--- src/rtl/cheby_stream_driver_if.sv ---
// rtl/cheby_stream_driver_if.sv - stream, exp request/response and status signals of the exp stream driver
interface cheby_stream_driver_if;
    logic        s_valid;
    logic        s_ready;
    logic [15:0] s_data;
    logic        s_last;
    logic        req_valid;
    logic        req_ready;
    logic [15:0] req_data;
    logic        resp_valid;
    logic        resp_ready;
    logic [15:0] resp_data;
    logic        m_valid;
    logic        m_ready;
    logic [15:0] m_data;
    logic        m_last;
    logic        busy;
    logic        err;

    modport master (
        input  s_valid, s_data, s_last, req_ready, resp_valid, resp_data, m_ready,
        output s_ready, req_valid, req_data, resp_ready, m_valid, m_data, m_last, busy, err
    );

    modport slave (
        output s_valid, s_data, s_last, req_ready, resp_valid, resp_data, m_ready,
        input  s_ready, req_valid, req_data, resp_ready, m_valid, m_data, m_last, busy, err
    );
endinterface

--- src/rtl/cheby_stream_driver.sv ---
// rtl/cheby_stream_driver.sv - operand FIFO, in-order issue with last-bit tags, and result register for the BF16 exp unit
module cheby_stream_driver #(
    parameter int DEPTH   = 8,
    parameter int MAX_OUT = 1
) (
    input  logic                  clk,
    input  logic                  rst,
    cheby_stream_driver_if.master bus
);
    localparam int AW = $clog2(DEPTH);
    localparam int OW = $clog2(MAX_OUT + 1);
    localparam int TW = (MAX_OUT > 1) ? $clog2(MAX_OUT) : 1;
    localparam logic [AW:0]   PTR_ONE  = (AW + 1)'(1);
    localparam logic [OW-1:0] OUT_ONE  = OW'(1);
    localparam logic [OW-1:0] OUT_MAX  = OW'(MAX_OUT);
    localparam logic [TW-1:0] TAG_ONE  = TW'(1);
    localparam logic [TW-1:0] TAG_LAST = TW'(MAX_OUT - 1);

    logic [16:0]   fifo_mem [DEPTH];
    logic          tag_mem  [MAX_OUT];
    logic [AW:0]   wr_ptr_q, wr_ptr_d, rd_ptr_q, rd_ptr_d;
    logic [TW-1:0] tag_wr_q, tag_wr_d, tag_rd_q, tag_rd_d;
    logic [OW-1:0] outstanding_q, outstanding_d;
    logic          out_full_q, out_full_d;
    logic          out_last_q, out_last_d;
    logic [15:0]   out_data_q, out_data_d;
    logic          err_q, err_d;
    logic          live_q;

    logic fifo_empty, fifo_full;
    logic push, issue, resp_fire, resp_take, m_fire;

    assign fifo_empty = (wr_ptr_q == rd_ptr_q);
    assign fifo_full  = (wr_ptr_q[AW] != rd_ptr_q[AW]) &&
                        (wr_ptr_q[AW-1:0] == rd_ptr_q[AW-1:0]);

    // live_q keeps both ready outputs low until the first clock after reset release
    assign bus.s_ready    = live_q && !fifo_full;
    assign bus.req_valid  = !fifo_empty && (outstanding_q < OUT_MAX);
    assign bus.req_data   = bus.req_valid ? fifo_mem[rd_ptr_q[AW-1:0]][15:0] : 16'h0000;
    assign bus.resp_ready = live_q && (!out_full_q || bus.m_ready);
    assign bus.m_valid    = out_full_q;
    assign bus.m_data     = out_data_q;
    assign bus.m_last     = out_last_q;
    assign bus.busy       = !fifo_empty || (outstanding_q != '0) || out_full_q;
    assign bus.err        = err_q;

    assign push      = bus.s_valid && bus.s_ready;
    assign issue     = bus.req_valid && bus.req_ready;
    assign resp_fire = bus.resp_valid && bus.resp_ready;
    assign resp_take = resp_fire && (outstanding_q != '0);
    assign m_fire    = bus.m_valid && bus.m_ready;

    always_comb begin
        wr_ptr_d      = wr_ptr_q;
        rd_ptr_d      = rd_ptr_q;
        tag_wr_d      = tag_wr_q;
        tag_rd_d      = tag_rd_q;
        outstanding_d = outstanding_q;
        out_full_d    = out_full_q;
        out_data_d    = out_data_q;
        out_last_d    = out_last_q;
        err_d         = err_q || (resp_fire && (outstanding_q == '0));

        if (push) wr_ptr_d = wr_ptr_q + PTR_ONE;
        if (issue) begin
            rd_ptr_d = rd_ptr_q + PTR_ONE;
            tag_wr_d = (tag_wr_q == TAG_LAST) ? '0 : tag_wr_q + TAG_ONE;
        end
        if (resp_take) tag_rd_d = (tag_rd_q == TAG_LAST) ? '0 : tag_rd_q + TAG_ONE;

        if (issue && !resp_take)      outstanding_d = outstanding_q + OUT_ONE;
        else if (!issue && resp_take) outstanding_d = outstanding_q - OUT_ONE;

        // A response in the same cycle as a downstream handshake reloads without a bubble
        if (resp_take) begin
            out_full_d = 1'b1;
            out_data_d = bus.resp_data;
            out_last_d = tag_mem[tag_rd_q];
        end else if (m_fire) begin
            out_full_d = 1'b0;
        end
    end

    always_ff @(posedge clk or negedge rst) begin
        if (!rst) begin
            wr_ptr_q      <= '0;
            rd_ptr_q      <= '0;
            tag_wr_q      <= '0;
            tag_rd_q      <= '0;
            outstanding_q <= '0;
            out_full_q    <= 1'b0;
            out_data_q    <= '0;
            out_last_q    <= 1'b0;
            err_q         <= 1'b0;
            live_q        <= 1'b0;
        end else begin
            wr_ptr_q      <= wr_ptr_d;
            rd_ptr_q      <= rd_ptr_d;
            tag_wr_q      <= tag_wr_d;
            tag_rd_q      <= tag_rd_d;
            outstanding_q <= outstanding_d;
            out_full_q    <= out_full_d;
            out_data_q    <= out_data_d;
            out_last_q    <= out_last_d;
            err_q         <= err_d;
            live_q        <= 1'b1;
        end
    end

    // Storage only; validity is tracked by the reset pointers above
    always_ff @(posedge clk) begin
        if (push)  fifo_mem[wr_ptr_q[AW-1:0]] <= {bus.s_last, bus.s_data};
        if (issue) tag_mem[tag_wr_q]          <= fifo_mem[rd_ptr_q[AW-1:0]][16];
    end
endmodule
--- src/flat_wrapper.sv ---
// flat-port wrapper written by rule: the top's interface ports become plain ports
module cheby_stream_driver_flat 
#(
    parameter int DEPTH   = 8,
    parameter int MAX_OUT = 1
)
  (clk, rst, bus_s_valid, bus_s_data, bus_s_last, bus_req_ready, bus_resp_valid, bus_resp_data, bus_m_ready, bus_s_ready, bus_req_valid, bus_req_data, bus_resp_ready, bus_m_valid, bus_m_data, bus_m_last, bus_busy, bus_err);
  cheby_stream_driver_if bus_i ();
  input  logic clk;
  input  logic rst;
  input wire logic [$bits(bus_i.s_valid)-1:0] bus_s_valid;
  input wire logic [$bits(bus_i.s_data)-1:0] bus_s_data;
  input wire logic [$bits(bus_i.s_last)-1:0] bus_s_last;
  input wire logic [$bits(bus_i.req_ready)-1:0] bus_req_ready;
  input wire logic [$bits(bus_i.resp_valid)-1:0] bus_resp_valid;
  input wire logic [$bits(bus_i.resp_data)-1:0] bus_resp_data;
  input wire logic [$bits(bus_i.m_ready)-1:0] bus_m_ready;
  output wire logic [$bits(bus_i.s_ready)-1:0] bus_s_ready;
  output wire logic [$bits(bus_i.req_valid)-1:0] bus_req_valid;
  output wire logic [$bits(bus_i.req_data)-1:0] bus_req_data;
  output wire logic [$bits(bus_i.resp_ready)-1:0] bus_resp_ready;
  output wire logic [$bits(bus_i.m_valid)-1:0] bus_m_valid;
  output wire logic [$bits(bus_i.m_data)-1:0] bus_m_data;
  output wire logic [$bits(bus_i.m_last)-1:0] bus_m_last;
  output wire logic [$bits(bus_i.busy)-1:0] bus_busy;
  output wire logic [$bits(bus_i.err)-1:0] bus_err;
  assign bus_i.s_valid = bus_s_valid;
  assign bus_i.s_data = bus_s_data;
  assign bus_i.s_last = bus_s_last;
  assign bus_i.req_ready = bus_req_ready;
  assign bus_i.resp_valid = bus_resp_valid;
  assign bus_i.resp_data = bus_resp_data;
  assign bus_i.m_ready = bus_m_ready;
  assign bus_s_ready = bus_i.s_ready;
  assign bus_req_valid = bus_i.req_valid;
  assign bus_req_data = bus_i.req_data;
  assign bus_resp_ready = bus_i.resp_ready;
  assign bus_m_valid = bus_i.m_valid;
  assign bus_m_data = bus_i.m_data;
  assign bus_m_last = bus_i.m_last;
  assign bus_busy = bus_i.busy;
  assign bus_err = bus_i.err;
  cheby_stream_driver #(.DEPTH(DEPTH), .MAX_OUT(MAX_OUT)) u_core (.clk(clk), .rst(rst), .bus(bus_i));
endmodule
--- config.mk ---
export PLATFORM = sky130hd
export DESIGN_NAME = cheby_stream_driver_flat
export DESIGN_NICKNAME = d
export VERILOG_FILES = /design/src/rtl/cheby_stream_driver_if.sv /design/src/rtl/cheby_stream_driver.sv /design/src/flat_wrapper.sv
export SDC_FILE = /design/constraint.sdc
export NUM_CORES = 1
export LEC_CHECK = 0
export ABC_AREA = 1
export BUFFER_PORTS_ARGS = -buffer_cell sky130_fd_sc_hd__buf_2
export CAP_MARGIN = 20
export CORE_UTILIZATION = 33
export CTS_CLUSTER_SIZE = 30
export DETAILED_ROUTE_END_ITERATION = 7
export GPL_ROUTABILITY_DRIVEN = 0
export SETUP_SLACK_MARGIN = 0.2
export SLEW_MARGIN = 20
export SYNTH_ARGS = -nofsm -noshare
export SYNTH_HDL_FRONTEND = slang
export SYNTH_SLANG_ARGS = --single-unit
--- constraint.sdc ---
create_clock -name clk -period 6.7 [get_ports clk]
set_input_delay 1.34 -clock clk [delete_from_list [all_inputs] [get_ports clk]]
set_output_delay 1.34 -clock clk [all_outputs]
set_load 0.005 [all_outputs]
======== Word level (Yosys, flattened, before mapping) ========
Memory sizes are Yosys's and may differ from the RTL's. A register that Yosys moved wholly into a read port is not among the register bits.
Cells that the tools add are included.
cells by class
  add/sub/neg operators ................... 4
  $mul .................................... 0
  divide/modulo/power cells ............... 0
  magnitude comparators ................... 1
  eq/ne operators ......................... 3
  shifts and indexed selects .............. 0
  mux-type cells .......................... 9
  bitwise operators ....................... 1
  reductions and logical operators ........ 24
operators by type and width
  kind                                                           number
  16-bit 2-to-1 mux                                              1
  1-bit logical AND                                              12
  4-bit by 1-bit adder with 4-bit output, second input constant  2
  1-bit 2-to-1 mux                                               8
  1-bit zero test                                                6
  4-bit equality test                                            1
  1-bit logical OR                                               4
  2-bit nonzero test                                             2
  3-bit equality test                                            1
  1-bit adder, second input constant                             1
  1-bit less-than comparator, second input constant              1
  1-bit inequality test                                          1
  1-bit NOT                                                      1
  1-bit subtractor, second input constant                        1
storage, ports and cells
  register bits ........................... 28
  latch bits .............................. 0
  memory bits (writable) .................. 137
  bits in read-only memories .............. 0
  bits of input ports ..................... 39
  output and inout port bits .............. 39
  logic and storage cells ................. 51
  memories ................................ 2
memories
  name             words  bits a word  read ports  clocked after Yosys merged registers in  wr ports  line                       text
  u_core.fifo_mem  8      17           1           0                                        1         cheby_stream_driver.sv:19  logic [16:0] fifo_mem [DEPTH];
  u_core.tag_mem   1      1            1           1                                        1         cheby_stream_driver.sv:20  logic tag_mem [MAX_OUT];

======== Logic depth before layout (Yosys ltp) ========
  depth in word-level cells ............... 8
  mapped depth ............................ 11
  mapped depth without buffers ............ 10

======== Worst setup path after synthesis ========
OpenSTA, ideal clock, no wires.
  kind .................................... input -> output
  start ................................... input bus_m_ready
  end ..................................... output bus_resp_ready
  data arrival time ....................... 1.551 ns
  required time ........................... 5.360 ns
  path slack .............................. 3.809 ns
  stages .................................. 1
  buffers on the path ..................... 0
  path through ............................ o21a_4
on the way
  word-level cells in the longest chain between the ends .. 2
RTL lines
  item               line                       text
  from (decl)        flat_wrapper.sv:17         input wire logic [$bits(bus_i.m_ready)-1:0] bus_m_ready;
  1-bit logical OR   cheby_stream_driver.sv:41  assign bus.resp_ready = live_q && (!out_full_q || bus.m_ready);
  1-bit logical AND  cheby_stream_driver.sv:41
  to (decl)          flat_wrapper.sv:21         output wire logic [$bits(bus_i.resp_ready)-1:0] bus_resp_ready;
Every way passes these cells.

======== Worst setup path in the final report ========
  start ................................... register u_core.rd_ptr_q[0]
  end ..................................... output bus_req_data[13]
on the way
  word-level cells in the longest chain between the ends .. 4
  elaborated cells on any way between the ends .. 5
  those cells by class .................... eq/ne: 1; mux: 1; reduce/logical: 2; memory: 1
RTL lines
  item                                                       line                       text
  from (decl)                                                cheby_stream_driver.sv:21  logic [AW:0] wr_ptr_q, wr_ptr_d, rd_ptr_q, rd_ptr_d;
  from (signal assigned)                                     cheby_stream_driver.sv:99  rd_ptr_q <= rd_ptr_d;
  branches (longest 3 deep; another with memory 8 x 17 bit)  --
  16-bit 2-to-1 mux *                                        cheby_stream_driver.sv:40  assign bus.req_data = bus.req_valid ? fifo_mem[rd_ptr_q[AW-1:0]][15:0] : 16'h0000;
  to (decl)                                                  flat_wrapper.sv:20         output wire logic [$bits(bus_i.req_data)-1:0] bus_req_data;
Mark *: on every way between the ends.

==> run summary <==
Switch share = 0.364
Worst Hold Class = flip-flop to flip-flop
Fmax achieved = 0.230 GHz
Root Driver = clkbuf_16
Hpwl dp = 8220 um
Sw Pwr = 1.20 mW
DRT Wirelength = 14800 um
Worst reg2reg path depth = 8
Share of the synthesized area in the top cell type = 0.590
Layout area overhead = 16.1%
Critical path type = flip-flop to output pin
RSZ-0062 raised after global routing = no
Power per cell area = 407 mW/mm^2
P_int = 2.09 mW
VDD IR-drop max = 0.228 mV
Worst-path clk slew = 60 ps
First-pass GRT wire length = 23700 um
TritonCTS Sinks = 166
CP Launch Type = flip-flop
Drt first-iter violations = 261
Core box area = 0.0205 mm^2
LEAKAGE = 3.20 nW
DP Area = 0.00756 mm^2
Cell area after synthesis = 0.00697 mm^2
Flops & latches, synth = 166
Synth Area per Inst = 11.7 um^2
Initial antenna violation count = 1
Seq/Total Area, Yosys = 0.694
Largest fanout on the critical path = 73
Fillers = 1974
Top cells by count, synth = nand2_1, edfxtp_1, nand3_1, a21oi_1, dfrtp_1
Cell variety after synth = 33
Critical path data arrival time = 3010 ps
Final hold violation count = 0
Hold buffers post-CTS = 0
Vias = 4464
Most common cell in the netlist = nand2_1
Max Cap Viol = 0
Hold EP = u_core.bus.m_data[1]
Die area = 0.0217 mm^2
Buffers inserted by post-CTS timing repair = 0
Setup slack at placement = 2790 ps
Main area contributors after synthesis = edfxtp_1, dfrtp_1, nand2_1
HP Start = u_core.bus.m_data[1]
Pre-antenna DRT Iters = 7
PortBufs = 77
Ys async rst share = 0.175
Setup TNS = 0 ps
CP endpoint kind = output pin
Outcome = completed
Ys Warns = 0
Final max-slew violation count = 0
Worst-Skew Late Latency = 420 ps
DR DRC count = 0
Req. time, crit path = 5360 ps
# diodes = 0
Final setup vio count = 0
Routed Antenna Nets = 0
R2r setup slk = 3410 ps
Top_reg_cell synth = edfxtp_1
Num CTS Buffers = 17
Worst relative slew slack = 0.247
CTS tree = built
Largest net degree at the start of global routing = 74
Syn_nets = 639
Combinational Power Share = 0.331
WL per Instance = 15.5 um
Vias in the first global route = 4358
Site Rows = 52
Final worst path period need = 4350 ps
GRT Util Overall = 0.144
# nets final = 712
RR Endpoint = u_core.fifo_mem[0][9]
CTS resizes = 0
Final worst-path cycle share = 0.649
Final worst slack = 2350 ps
Syn Inst Count = 597
Clk_skew = 7.61 ps
Global route overflow = 0
Initial core utilization = 0.340
Htree depth = 4
Seq pwr share = 0.402
Area leader, netlist = edfxtp_1
Clk network pwr share = 0.267
Io pins = 78
Post-route cell area = 0.00809 mm^2
Worst R2R Start = u_core.rd_ptr_q[0]
Power Total = 3.29 mW
Die Span X = 147 um
Die Height = 147 um
Post-synth EDFFs = 137
Vias/cell = 4.69
Worst slew pin tran = 1130 ps
Clk buf depth = 2
Share of cells above drive strength 1 = 0.230
Hold depth = 2
==> power by group through the flow <==
| stage | registers [mW] | logic (mW) | clock network [mW] |
|---|---|---|---|
| after floorplan | 1.34 | 0.780 | 0 |
| after global placement | 1.34 | 1.09 | 0 |
| after detailed placement | 1.34 | 1.10 | 0 |
| after CTS | 1.32 | 1.11 | 0.901 |
| after global routing | 1.34 | 1.23 | 0.946 |
| final | 1.32 | 1.09 | 0.879 |
==> critical path: stages (launching register included) <==
cell and delay (ps):
dfrtp_2 340, buf_4 580, inv_2 470, nand2_1 180, nand2_2 70, a21oi_2 180
nand2_4 110, nand2_4 310, nor3_1 120, buf_2 150
==> area by class of cell <==
class,instances,area [um^2],area share
tap,270,338,0.0418
sequential,166,4840,0.598
clock inverter,13,100,0.0124
inverter,33,124,0.0153
clock buffer,18,429,0.0530
multi-input combinational,366,1810,0.223
timing repair buffer,86,453,0.0560
==> per-stage QoR <==
step                      hold slack, ps   util  std cells
after CTS                            488  0.395        952
after global routing                 500  0.395        952
after floorplan                      464      -        597
after global placement               449  0.369        921
after detailed placement             472  0.369        921
final                                483  0.395        952
==> cell usage in the layout, fill, tap and decap left out, types with 5 or more instances in the layout <==
master / synthesis / layout
nand2_1: 177 / 177
edfxtp_1: 137 / 137
buf_2: 13 / 77
nand3_1: 70 / 70
a21oi_1: 32 / 32
dfrtp_1: 29 / 28
inv_1: 24 / 24
o21ai_0: 19 / 19
clkbuf_16: 0 / 17
nor3_2: 9 / 9
nand4_1: 9 / 9
buf_4: 5 / 9
inv_2: 8 / 8
nor2_2: 7 / 8
nor3_1: 7 / 7
nand2_2: 6 / 6
nor2_1: 7 / 5
==> worst max-delay path by stage <==
| stage | startpoint | to | slack (ps) | depth (start not counted) |
|---|---|---|---|---|
| finish | u_core.rd_ptr_q[0] | bus_req_data[13] | 2350 | 9 |
| global route | u_core.rd_ptr_q[0] | bus_req_data[11] | 2140 | 9 |
| CTS | u_core.rd_ptr_q[0] | bus_req_data[13] | 2340 | 9 |
| detailed placement | u_core.rd_ptr_q[0] | bus_req_data[13] | 2790 | 9 |
| global placement | u_core.rd_ptr_q[0] | bus_req_data[11] | 2840 | 9 |
| floorplan | bus_m_ready | bus_resp_ready | 3810 | 1 |
==> cell families after synthesis <==
| kind of cell | Yosys count | synth area share |
|---|---|---|
| simple gates | 299 | 0.201 |
| fa+ha+maj | 3 | 0.00539 |
| xor+xnor | 4 | 0.00503 |
| flops | 166 | 0.694 |
| other cells | 1 | 0.000538 |
| compound gates | 59 | 0.0452 |
| buf+inv | 65 | 0.0479 |
==> state kept, by name (all words and copies together) (netlist names), 4 cells and up <==
name / count
u_core.fifo_mem: 136
u_core.bus.m_data: 16
u_core.rd_ptr_q: 4
u_core.wr_ptr_q: 4
==> per-layer routing <==
metal,global-route usage,vias to the layer above,part of all wire
met1,0.194,2095,0.47
met3,0.0429,22,0.062
met4,0.0505,2,0.015
met2,0.220,142,0.45
li1,-,2203,-
met5,0,-,0.00054
Power figures use the tool's default switching activity.
